**src/rtl/writeback_pkg.sv**
```systemverilog
// Shared types and constants for the register-file writeback arbiter.
package writeback_pkg;

    localparam int P_NUM_REQS  = 4;
    localparam int P_NUM_REGS  = 32;
    localparam int P_DATA_BITS = 32;
    localparam int RF_ADDR_W   = $clog2(P_NUM_REGS);
    localparam int REQ_ID_W    = $clog2(P_NUM_REQS);

    typedef logic [RF_ADDR_W-1:0]   rf_addr_t;
    typedef logic [P_DATA_BITS-1:0] rf_data_t;
    typedef logic [REQ_ID_W-1:0]    req_id_t;

    // Writes to x0 are architecturally discarded, so they never need the port.
    localparam rf_addr_t RF_ZERO_ADDR = '0;

endpackage

```
**src/rtl/writeback_arbiter_rr_arbiter.sv**
```systemverilog
// Round-robin (or fixed-priority when WRITEBACK_ARBITER_FIXED_PRIO_EN is defined)
// single-winner arbiter producing a one-hot grant and its index.
module rr_arbiter #(
    parameter int p_num_reqs = 4
) (
    input  logic                          clk,
    input  logic                          rst,
    input  logic [p_num_reqs-1:0]         req,
    input  logic                          en,
    output logic [p_num_reqs-1:0]         gnt,
    output logic [$clog2(p_num_reqs)-1:0] gnt_idx,
    output logic                          gnt_vld
);

    localparam int IW = $clog2(p_num_reqs);

`ifdef WRITEBACK_ARBITER_FIXED_PRIO_EN

    always_comb begin
        gnt     = '0;
        gnt_idx = '0;
        gnt_vld = 1'b0;
        if (en) begin
            for (int i = 0; i < p_num_reqs; i++) begin
                if (!gnt_vld && req[i]) begin
                    gnt[i]  = 1'b1;
                    gnt_idx = IW'(i);
                    gnt_vld = 1'b1;
                end
            end
        end
    end

`else

    logic [IW-1:0] ptr_q;
    logic [IW-1:0] ptr_d;
    int            idx;

    // Search starts at ptr and wraps; the pointer moves just past the winner.
    always_comb begin
        gnt     = '0;
        gnt_idx = '0;
        gnt_vld = 1'b0;
        ptr_d   = ptr_q;
        idx     = 0;
        if (en) begin
            for (int k = 0; k < p_num_reqs; k++) begin
                idx = (int'(ptr_q) + k) % p_num_reqs;
                if (!gnt_vld && req[idx]) begin
                    gnt[idx] = 1'b1;
                    gnt_idx  = IW'(idx);
                    gnt_vld  = 1'b1;
                end
            end
            if (gnt_vld) begin
                ptr_d = (gnt_idx == IW'(p_num_reqs - 1)) ? '0 : gnt_idx + 1'b1;
            end
        end
    end

    always_ff @(posedge clk or negedge rst) begin
        if (!rst) begin
            ptr_q <= '0;
        end else begin
            ptr_q <= ptr_d;
        end
    end

`endif

endmodule

```
**src/rtl/writeback_arbiter.sv**
```systemverilog
// Shares one register-file write port among several writeback units; x0 writes are
// acknowledged without arbitration. WRITEBACK_ARBITER_FIXED_PRIO_EN selects fixed priority.
module writeback_arbiter
    import writeback_pkg::*;
#(
    parameter int p_num_reqs  = 4,
    parameter int p_num_regs  = 32,
    parameter int p_data_bits = 32
) (
    input  logic                                             clk,
    input  logic                                             rst,
    input  logic [p_num_reqs-1:0]                            req_val,
    output logic [p_num_reqs-1:0]                            req_rdy,
    input  logic [p_num_reqs-1:0][$clog2(p_num_regs)-1:0]    req_waddr,
    input  logic [p_num_reqs-1:0][p_data_bits-1:0]           req_wdata,
    output logic [$clog2(p_num_regs)-1:0]                    rf_waddr,
    output logic [p_data_bits-1:0]                           rf_wdata,
    output logic                                             rf_wen,
    output logic [$clog2(p_num_reqs)-1:0]                    grant_id
);

    localparam int AW = $clog2(p_num_regs);
    localparam int IW = $clog2(p_num_reqs);

    logic [p_num_reqs-1:0] cand;
    logic [p_num_reqs-1:0] squash;
    logic [p_num_reqs-1:0] gnt;
    logic [IW-1:0]         gnt_idx;
    logic                  gnt_vld;

    always_comb begin
        cand   = '0;
        squash = '0;
        for (int i = 0; i < p_num_reqs; i++) begin
            if (req_waddr[i] == AW'(RF_ZERO_ADDR)) begin
                squash[i] = req_val[i];
            end else begin
                cand[i] = req_val[i];
            end
        end
    end

    rr_arbiter #(
        .p_num_reqs (p_num_reqs)
    ) u_arb (
        .clk     (clk),
        .rst     (rst),
        .req     (cand),
        .en      (rst),
        .gnt     (gnt),
        .gnt_idx (gnt_idx),
        .gnt_vld (gnt_vld)
    );

    // Nothing is acknowledged while reset is held, including x0 squashes.
    assign req_rdy = rst ? (squash | gnt) : '0;

    logic                   rf_wen_q,   rf_wen_d;
    logic [AW-1:0]          rf_waddr_q, rf_waddr_d;
    logic [p_data_bits-1:0] rf_wdata_q, rf_wdata_d;
    logic [IW-1:0]          grant_id_q, grant_id_d;

    // Address, data and id hold on idle cycles; only the enable drops.
    always_comb begin
        rf_wen_d   = gnt_vld;
        rf_waddr_d = rf_waddr_q;
        rf_wdata_d = rf_wdata_q;
        grant_id_d = grant_id_q;
        if (gnt_vld) begin
            rf_waddr_d = req_waddr[gnt_idx];
            rf_wdata_d = req_wdata[gnt_idx];
            grant_id_d = gnt_idx;
        end
    end

    always_ff @(posedge clk or negedge rst) begin
        if (!rst) begin
            rf_wen_q   <= 1'b0;
            rf_waddr_q <= '0;
            rf_wdata_q <= '0;
            grant_id_q <= '0;
        end else begin
            rf_wen_q   <= rf_wen_d;
            rf_waddr_q <= rf_waddr_d;
            rf_wdata_q <= rf_wdata_d;
            grant_id_q <= grant_id_d;
        end
    end

    assign rf_wen   = rf_wen_q;
    assign rf_waddr = rf_waddr_q;
    assign rf_wdata = rf_wdata_q;
    assign grant_id = grant_id_q;

endmodule
```
**config.mk**
```make
export PLATFORM = sky130hd
export DESIGN_NAME = writeback_arbiter
export DESIGN_NICKNAME = d
export VERILOG_FILES = /design/src/rtl/writeback_pkg.sv /design/src/rtl/writeback_arbiter_rr_arbiter.sv /design/src/rtl/writeback_arbiter.sv
export SDC_FILE = /design/constraint.sdc
export NUM_CORES = 1
export LEC_CHECK = 0
export CORE_MARGIN = 2
export CORE_UTILIZATION = 43
export CTS_CLUSTER_SIZE = 24
export DETAILED_ROUTE_END_ITERATION = 10
export GPL_ROUTABILITY_DRIVEN = 1
export GPL_TIMING_DRIVEN = 0
export PLACE_DENSITY_LB_ADDON = 0.05
export SETUP_SLACK_MARGIN = 0.02
export SLEW_MARGIN = 20
export SYNTH_ARGS = -nofsm -noshare
export SYNTH_HDL_FRONTEND = slang
export SYNTH_SLANG_ARGS = --single-unit
```
**constraint.sdc**
```tcl
create_clock -name clk -period 10.56 [get_ports clk]
set_input_delay 2.112 -clock clk [delete_from_list [all_inputs] [get_ports clk]]
set_output_delay 2.112 -clock clk [all_outputs]
set_load 0.005 [all_outputs]
```
==> impl_metrics.csv, run 1 <==
group,metric,value,unit
global_route,grt_antenna_before_repair,0,
power_and_ir_drop,power_report.internal_total,0.908,mW
setup_path,worstPathMaxFanout,7,
finish,register_area,1050,µm²
setup_path,cp_slowest_stage_delay,0.64,ns
global_route,grt_first_pass_wirelength,19100,µm
global_route,global_route.overflow_total,0,
cts,cts.hold.buffers_added,0,
cts,tritoncts_buffers,5,
cts,clock_sinks,42,
cts,clock_tree.htree_level_count,2,
setup_path,worstSetupEndpoint,"req_rdy[2]",
routing,drc,0,
floorplanning,die_area,9230,µm²
setup_path,worstReg2RegStart,"u_arb.ptr_q[1]",
timing,setup_viol,0,
logic_synthesis,mappedNetlistArea,3640,µm²
setup_path,critPathLaunch,"req_waddr[16]",
finish,mostFrequentLayoutCell,"sky130_fd_sc_hd__clkdlybuf4s50_1",
logic_synthesis,synth-seq-cells,42,
timing,maxSlewViolCount,0,
global_route,grt_start_max_net_pins,26,
setup_path,required,8.45,ns
placed_design,preCtsSetupSlack,3.08,ns
timing,timing.hold.ws,0.500,ns
floorplanning,row_count,33,
timing,post-route-period-util,0.714,
timing,setup-tns-final,0,ns
routing,wl,12500,µm
finish,drive_gt1_frac,0.141,
setup_path,reg2reg_setup_slack,6.52,ns
global_route,vias_in_the_first_global_route,3912,
cts,cts_resized,0,
routing,drtAntennaViolNets,0,
setup_path,reg2regPathDepth,10,
logic_synthesis,synth_cell_types,57,
power_and_ir_drop,power_density,265,nW/µm²
power_and_ir_drop,combPwrFrac,0.711,
timing,postLayoutSetupSlackWorst,3.02,ns
cts,source_to_sink_clock_delay_at_the_later_pin_of_the_worst_skew_pair,0.31,ns
floorplanning,dieWidth,96.1,µm
timing,rsz0062_at_grt,"false",
routing,route.detailed.vias_per_inst,5.68,
power_and_ir_drop,power.switching,0.659,mW
finish,area_growth_syn_to_layout,62.1,%
routing,vias,3812,
setup_path,kind_of_end_point_of_the_critical_path,"primary output",
logic_synthesis,post_synth_inst_count,360,
finish,finish.net_count,727,
finish,stdcell_area,5910,µm²
timing,maxSlewHeadroom,0.459,
logic_synthesis,synth-seq-area-share,0.288,
timing,final.setup_skew,0.00460,ns
floorplanning,num_io_pins,198,
floorplanning,floorplan.initialDensity,0.443,
cts,cts_root_buffer_type,"sky130_fd_sc_hd__clkbuf_8",
setup_path,crit_chain,"clkdlybuf4s50_1 -> nor4_1 -> a21boi_0 -> mux4_2 -> nor4_4 -> a22oi_1 -> nand2_1 -> o21a_1 -> clkdlybuf4s50_1",
cts,cts_post_setup_buffers_inserted,0,
logic_synthesis,yosys_most_used_dff,"sky130_fd_sc_hd__dfrtp_1",
timing,tightest_slew,0.802,ns
min_path,min_path_cells,2,
logic_synthesis,ys.warnings.count,0,
global_route,grt.total_usage,0.267,
logic_synthesis,synth_fp_nets,522,
setup_path,timing.critical_path.slowest_stage_cell,"sky130_fd_sc_hd__mux4_2",
timing,final_period_minus_worst_setup_slack,7.54,ns
logic_synthesis,asyncSetResetFlopFracSynth,1.00,
finish,most-common-layout-cells,"sky130_fd_sc_hd__clkdlybuf4s50_1 (196), sky130_fd_sc_hd__mux2i_1 (56), sky130_fd_sc_hd__nor2_1 (43)",
power_and_ir_drop,share_seq_of_total_power,0.187,
cts,cts_buffer_depth,2,
power_and_ir_drop,power.ir.vdd_worst,0.176,mV
power_and_ir_drop,finalPower,1.57,mW
finish,fillers,620,
setup_path,rr_endpoint,"rf_wdata[22]",
placed_design,globalplace.congestion,0.921,
setup_path,worst-endpoint-arrival,5.42,ns
setup_path,critPathLaunchType,"input pin",
finish,insertedDiodeCount,0,
timing,fmax,0.133,GHz
finish,multi_input_area,2300,µm²
placed_design,dpl-instance-area,5770,µm²
floorplanning,coreArea,8220,µm²
floorplanning,die_y_extent,96.1,µm
run,maxcap_violations,0,
power_and_ir_drop,pwr-share-clk,0.102,
setup_path,setup.worst_path.class,"in -> out",
routing,avgRoutedWirePerCell,18.6,µm
logic_synthesis,synth_edf_count,0,
placed_design,place.detailed.hpwl,9840,µm
placed_design,dpl.cell_count,663,
finish,layoutNonFillerInstCount,671,
logic_synthesis,synth_area_per_cell,10.1,µm²
finish,layout.core_utilization,0.719,
min_path,worst_hold_path_type,"reg -> reg",
cts,clkSlewWorstSetupHoldPaths,0.10,ns
cts,tritoncts_clock_tree,"yes",
status,outcome,"finished clean",
timing,finalHoldViolCount,0,
placed_design,buffer_ports.inserted,197,
routing,drt-initial-drc-count,178,
power_and_ir_drop,power.share.switching,0.420,
setup_path,critical-path-top-cell-by-count,"sky130_fd_sc_hd__clkdlybuf4s50_1",
routing,drt-pass1-iter-count,4,
power_and_ir_drop,leakagePower,2.43,nW
[layout make-up]
| class | instances | area share |
|---|---|---|
| Clock buffer | 5 | 0.0117 |
| Multi-Input combinational cell | 267 | 0.390 |
| Buffer | 28 | 0.0345 |
| Tap cell | 105 | 0.0222 |
| Sequential cell | 42 | 0.178 |
| Clock inverter | 3 | 0.0117 |
| Timing Repair Buffer | 198 | 0.338 |
| Inverter | 23 | 0.0146 |
[sequential cells by signal (all words and copies together) (netlist names)]
name,count
u_arb.ptr_q,2
rf_waddr,5
rf_wdata,32
rf_wen,1
grant_id,2
[worst max-delay path: cells and delay by family]
family,cells,cell delay [ns]
buffers and inverters,2,0.95
multiplexers,1,0.64
AO/OA/AOI/OAI,3,0.62
AND/OR/NAND/NOR,3,1.11
[kinds of logic (layout without fill, tap and decap cells)]
| group | Yosys count | in the layout | share of synthesized area |
|---|---|---|---|
| mux | 60 | 60 | 0.179 |
| flops | 42 | 42 | 0.288 |
| compound gates | 118 | 118 | 0.309 |
| simple gates | 79 | 79 | 0.112 |
| fa+ha+maj | 8 | 8 | 0.0275 |
| xor+xnor | 2 | 2 | 0.00481 |
| buf+inv | 51 | 257 | 0.0797 |
[synth_stat cells (9+ instances only)]
| master | n | area share |
|---|---|---|
| sky130_fd_sc_hd__a31oi_1 | 19 | 0.033 |
| sky130_fd_sc_hd__nand2_1 | 12 | 0.012 |
| sky130_fd_sc_hd__a311oi_2 | 10 | 0.041 |
| sky130_fd_sc_hd__nor2_1 | 43 | 0.044 |
| sky130_fd_sc_hd__dfrtp_1 | 42 | 0.29 |
| sky130_fd_sc_hd__inv_1 | 21 | 0.022 |
| sky130_fd_sc_hd__buf_6 | 9 | 0.028 |
| sky130_fd_sc_hd__a221oi_2 | 13 | 0.054 |
| sky130_fd_sc_hd__mux2i_1 | 56 | 0.15 |
| sky130_fd_sc_hd__a211oi_2 | 10 | 0.034 |
| sky130_fd_sc_hd__a211oi_1 | 9 | 0.019 |
[power by group through the flow]
stage / combinational (mW) / clock [mW] / sequential (mW)
6_report: 1.11 / 0.160 / 0.293
5_1_grt: 1.20 / 0.169 / 0.303
4_1_cts: 1.12 / 0.161 / 0.294
3_5_place_dp: 1.11 / 0 / 0.296
3_3_place_gp: 1.10 / 0 / 0.291
2_1_floorplan: 0.719 / 0 / 0.298
[how the worst min path moves through the flow]
| stage | start | slack (ns) | endpoint |
|---|---|---|---|
| final | grant_id[1] | 0.50 | grant_id[1] |
| after global routing | grant_id[1] | 0.51 | grant_id[1] |
| after CTS | grant_id[1] | 0.50 | grant_id[1] |
| after detailed placement | grant_id[1] | 0.48 | grant_id[1] |
| after global placement | grant_id[1] | 0.46 | grant_id[1] |
| after floorplan | grant_id[0] | 0.47 | grant_id[0] |
[routing by layer]
| layer | part of all wire | GRT usage | wire [µm] |
|---|---|---|---|
| met1 | 0.39 | 0.316 | 4880 |
| met4 | 0.015 | 0.0690 | 184 |
| met3 | 0.098 | 0.0799 | 1220 |
| met2 | 0.50 | 0.471 | 6220 |
| met5 | 0 | 0 | 0 |
Note: power is estimated with default switching activity, not from simulation.
==> run 2, diff against run 1 <==
--- a/config.mk
+++ b/config.mk
@@ -6,7 +6,7 @@
 export NUM_CORES = 1
 export LEC_CHECK = 0
 export CORE_MARGIN = 2
-export CORE_UTILIZATION = 43
+export CORE_UTILIZATION = 40
 export CTS_CLUSTER_SIZE = 24
 export DETAILED_ROUTE_END_ITERATION = 10
 export GPL_ROUTABILITY_DRIVEN = 1
==> constraint.sdc (replaced) <==
create_clock -name clk -period 7.14 [get_ports clk]
set_input_delay 1.428 -clock clk [delete_from_list [all_inputs] [get_ports clk]]
set_output_delay 1.428 -clock clk [all_outputs]
set_load 0.005 [all_outputs]
==> run 2 against run 1 <==
Core utilization fell by 4.5 points. Via count up 0.97%. Power grew 48%. Sequential cell count stayed put. Global-route usage shrank 2.2 points. Design area hardly changed.
==> impl_metrics.csv, run 2 (same netlist as run 1, synthesis figures left out) <==
group,metric,value,unit
setup_path,worstPathMaxFanout,7,
cts,tritoncts_buffers,5,
power_and_ir_drop,power.ir.vdd_worst,0.255,mV
finish,insertedDiodeCount,0,
cts,cts_resized,0,
setup_path,critical-path-top-cell-by-count,"sky130_fd_sc_hd__clkdlybuf4s50_1",
routing,drc,0,
timing,fmax,0.160,GHz
global_route,grt_start_max_net_pins,33,
setup_path,critical_path.n_buffers_inverters,2,
power_and_ir_drop,leakagePower,2.43,nW
timing,final.setup_skew,0.00665,ns
finish,area_growth_syn_to_layout,62.0,%
run,maxcap_violations,0,
placed_design,preCtsSetupSlack,0.948,ns
timing,tightest_slew,0.754,ns
cts,cts_root_buffer_type,"sky130_fd_sc_hd__clkbuf_8",
finish,layout.core_utilization,0.674,
cts,clkSlewWorstSetupHoldPaths,0.09,ns
power_and_ir_drop,pwr-share-clk,0.099,
timing,postLayoutSetupSlackWorst,0.904,ns
setup_path,timing.critical_path.slowest_stage_cell,"sky130_fd_sc_hd__mux4_2",
global_route,global_route.overflow_total,0,
cts,cts.hold.buffers_added,0,
routing,vias,3849,
placed_design,globalplace.congestion,0.927,
setup_path,timing.critical_path.max_delay_family,"simple AND/OR/NAND/NOR gates",
setup_path,worstReg2RegStart,"u_arb.ptr_q[1]",
routing,top_layer,"met4",
finish,most-common-layout-cells,"sky130_fd_sc_hd__clkdlybuf4s50_1 (196), sky130_fd_sc_hd__mux2i_1 (56), sky130_fd_sc_hd__nor2_1 (43)",
setup_path,required,5.71,ns
routing,detailroute.wirelength.met2,6100,µm
floorplanning,dieWidth,99.4,µm
routing,avgRoutedWirePerCell,18.4,µm
cts,cts_buffer_depth,2,
setup_path,critPathLaunchType,"input pin",
timing,maxSlewHeadroom,0.492,
floorplanning,die_area,9890,µm²
timing,rsz0062_at_grt,"false",
floorplanning,num_io_pins,198,
routing,met3_wirelength,1160,µm
floorplanning,coreArea,8760,µm²
min_path,worst_hold_path_type,"reg -> reg",
setup_path,kind_of_end_point_of_the_critical_path,"primary output",
power_and_ir_drop,power.share.switching,0.420,
status,outcome,"finished clean",
finish,drive_gt1_frac,0.141,
global_route,grt.total_usage,0.245,
min_path,hp-start,"grant_id[1]",
power_and_ir_drop,power.switching,0.973,mW
routing,wl_met1,4940,µm
timing,setup-tns-final,0,ns
routing,wl,12400,µm
cts,source_to_sink_clock_delay_at_the_later_pin_of_the_worst_skew_pair,0.30,ns
timing,setup_viol,0,
cts,clock_tree.htree_level_count,2,
setup_path,worst-endpoint-arrival,4.81,ns
power_and_ir_drop,share_seq_of_total_power,0.187,
cts,clock_sinks,42,
setup_path,crit_chain,"clkdlybuf4s50_1 -> nor4_1 -> a21boi_0 -> mux4_2 -> nor4_4 -> a32oi_1 -> nand2_1 -> o21a_1 -> clkdlybuf4s50_1",
cts,tritoncts_clock_tree,"yes",
finish,mostFrequentLayoutCell,"sky130_fd_sc_hd__clkdlybuf4s50_1",
routing,drtAntennaViolNets,0,
finish,largest_register_ff_count,32,
global_route,grt_antenna_before_repair,0,
routing,drt-pass1-iter-count,4,
global_route,grt_first_pass_wirelength,19400,µm
setup_path,critPathLaunch,"req_waddr[17]",
routing,route.detailed.vias_per_inst,5.71,
setup_path,cp_slowest_stage_delay,0.65,ns
cts,cts_post_setup_buffers_inserted,0,
power_and_ir_drop,power_report.internal_total,1.34,mW
finish,finish.net_count,727,
finish,layoutNonFillerInstCount,674,
placed_design,buffer_ports.inserted,197,
timing,post-route-period-util,0.873,
timing,finalHoldViolCount,0,
setup_path,setup.worst_path.class,"in -> out",
floorplanning,row_count,34,
global_route,vias_in_the_first_global_route,3789,
routing,drt-initial-drc-count,127,
floorplanning,floorplan.initialDensity,0.416,
floorplanning,die_y_extent,99.4,µm
placed_design,dpl.cell_count,666,
placed_design,place.detailed.hpwl,9710,µm
timing,maxSlewViolCount,0,
power_and_ir_drop,combPwrFrac,0.713,
timing,final_period_minus_worst_setup_slack,6.24,ns
power_and_ir_drop,power_density,392,nW/µm²
run 2: stage by stage:
step           hold slack (ns)  cell area (µm²)  total power, mW
6_report                 0.486             5900             2.32
5_1_grt                  0.535             5900             2.47
4_1_cts                  0.494             5900             2.33
3_5_place_dp             0.472             5770             2.09
3_3_place_gp             0.463             5750             2.07
2_1_floorplan            0.471             3640             1.50
run 2: worst paths after layout:
| path | to | slack, ns | depth (start not counted) |
|---|---|---|---|
| max in group asynchronous | rf_wdata[13] | 5.56 | 2 |
| worst max-delay path | req_rdy[3] | 0.90 | 9 |
| worst max register to register | rf_wdata[24] | 3.01 | 10 |
| min in group asynchronous | rf_waddr[4] | 1.05 | 1 |
| worst min register to register | grant_id[1] | 0.49 | 2 |
| worst min-delay path | grant_id[1] | 0.49 | 2 |
run 2: power groups by stage:
| stage | Clock (mW) | Sequential, mW | Combinational, mW |
|---|---|---|---|
| 3_5_place_dp | 0 | 0.438 | 1.65 |
| 2_1_floorplan | 0 | 0.440 | 1.06 |
| 6_report | 0.230 | 0.434 | 1.65 |
| 4_1_cts | 0.236 | 0.434 | 1.66 |
| 3_3_place_gp | 0 | 0.432 | 1.64 |
| 5_1_grt | 0.243 | 0.452 | 1.78 |
run 2: tightest hold or removal path, cell delays in order, from the launching register on:
cell and delay, ns:
sky130_fd_sc_hd__dfrtp_1 0.35, sky130_fd_sc_hd__nand2_1 0.05, sky130_fd_sc_hd__nand2_1 0.06
run 2: final cells by class:
type | count | area (µm²)
fillers | 717 | 2860
multi-input cells | 267 | 2300
repair buffers | 198 | 1990
flip-flops and latches | 42 | 1050
plain buffers | 28 | 204
well taps | 108 | 135
inverters | 23 | 86.3
clock buffers | 5 | 68.8
clock inverters | 3 | 68.8
run 2: routing by layer:
layer  vias up  global-route usage
met2       176               0.427
met5         -                   0
met4         0              0.0622
met1      1840               0.302
li1       1818                   -
met3        15              0.0654
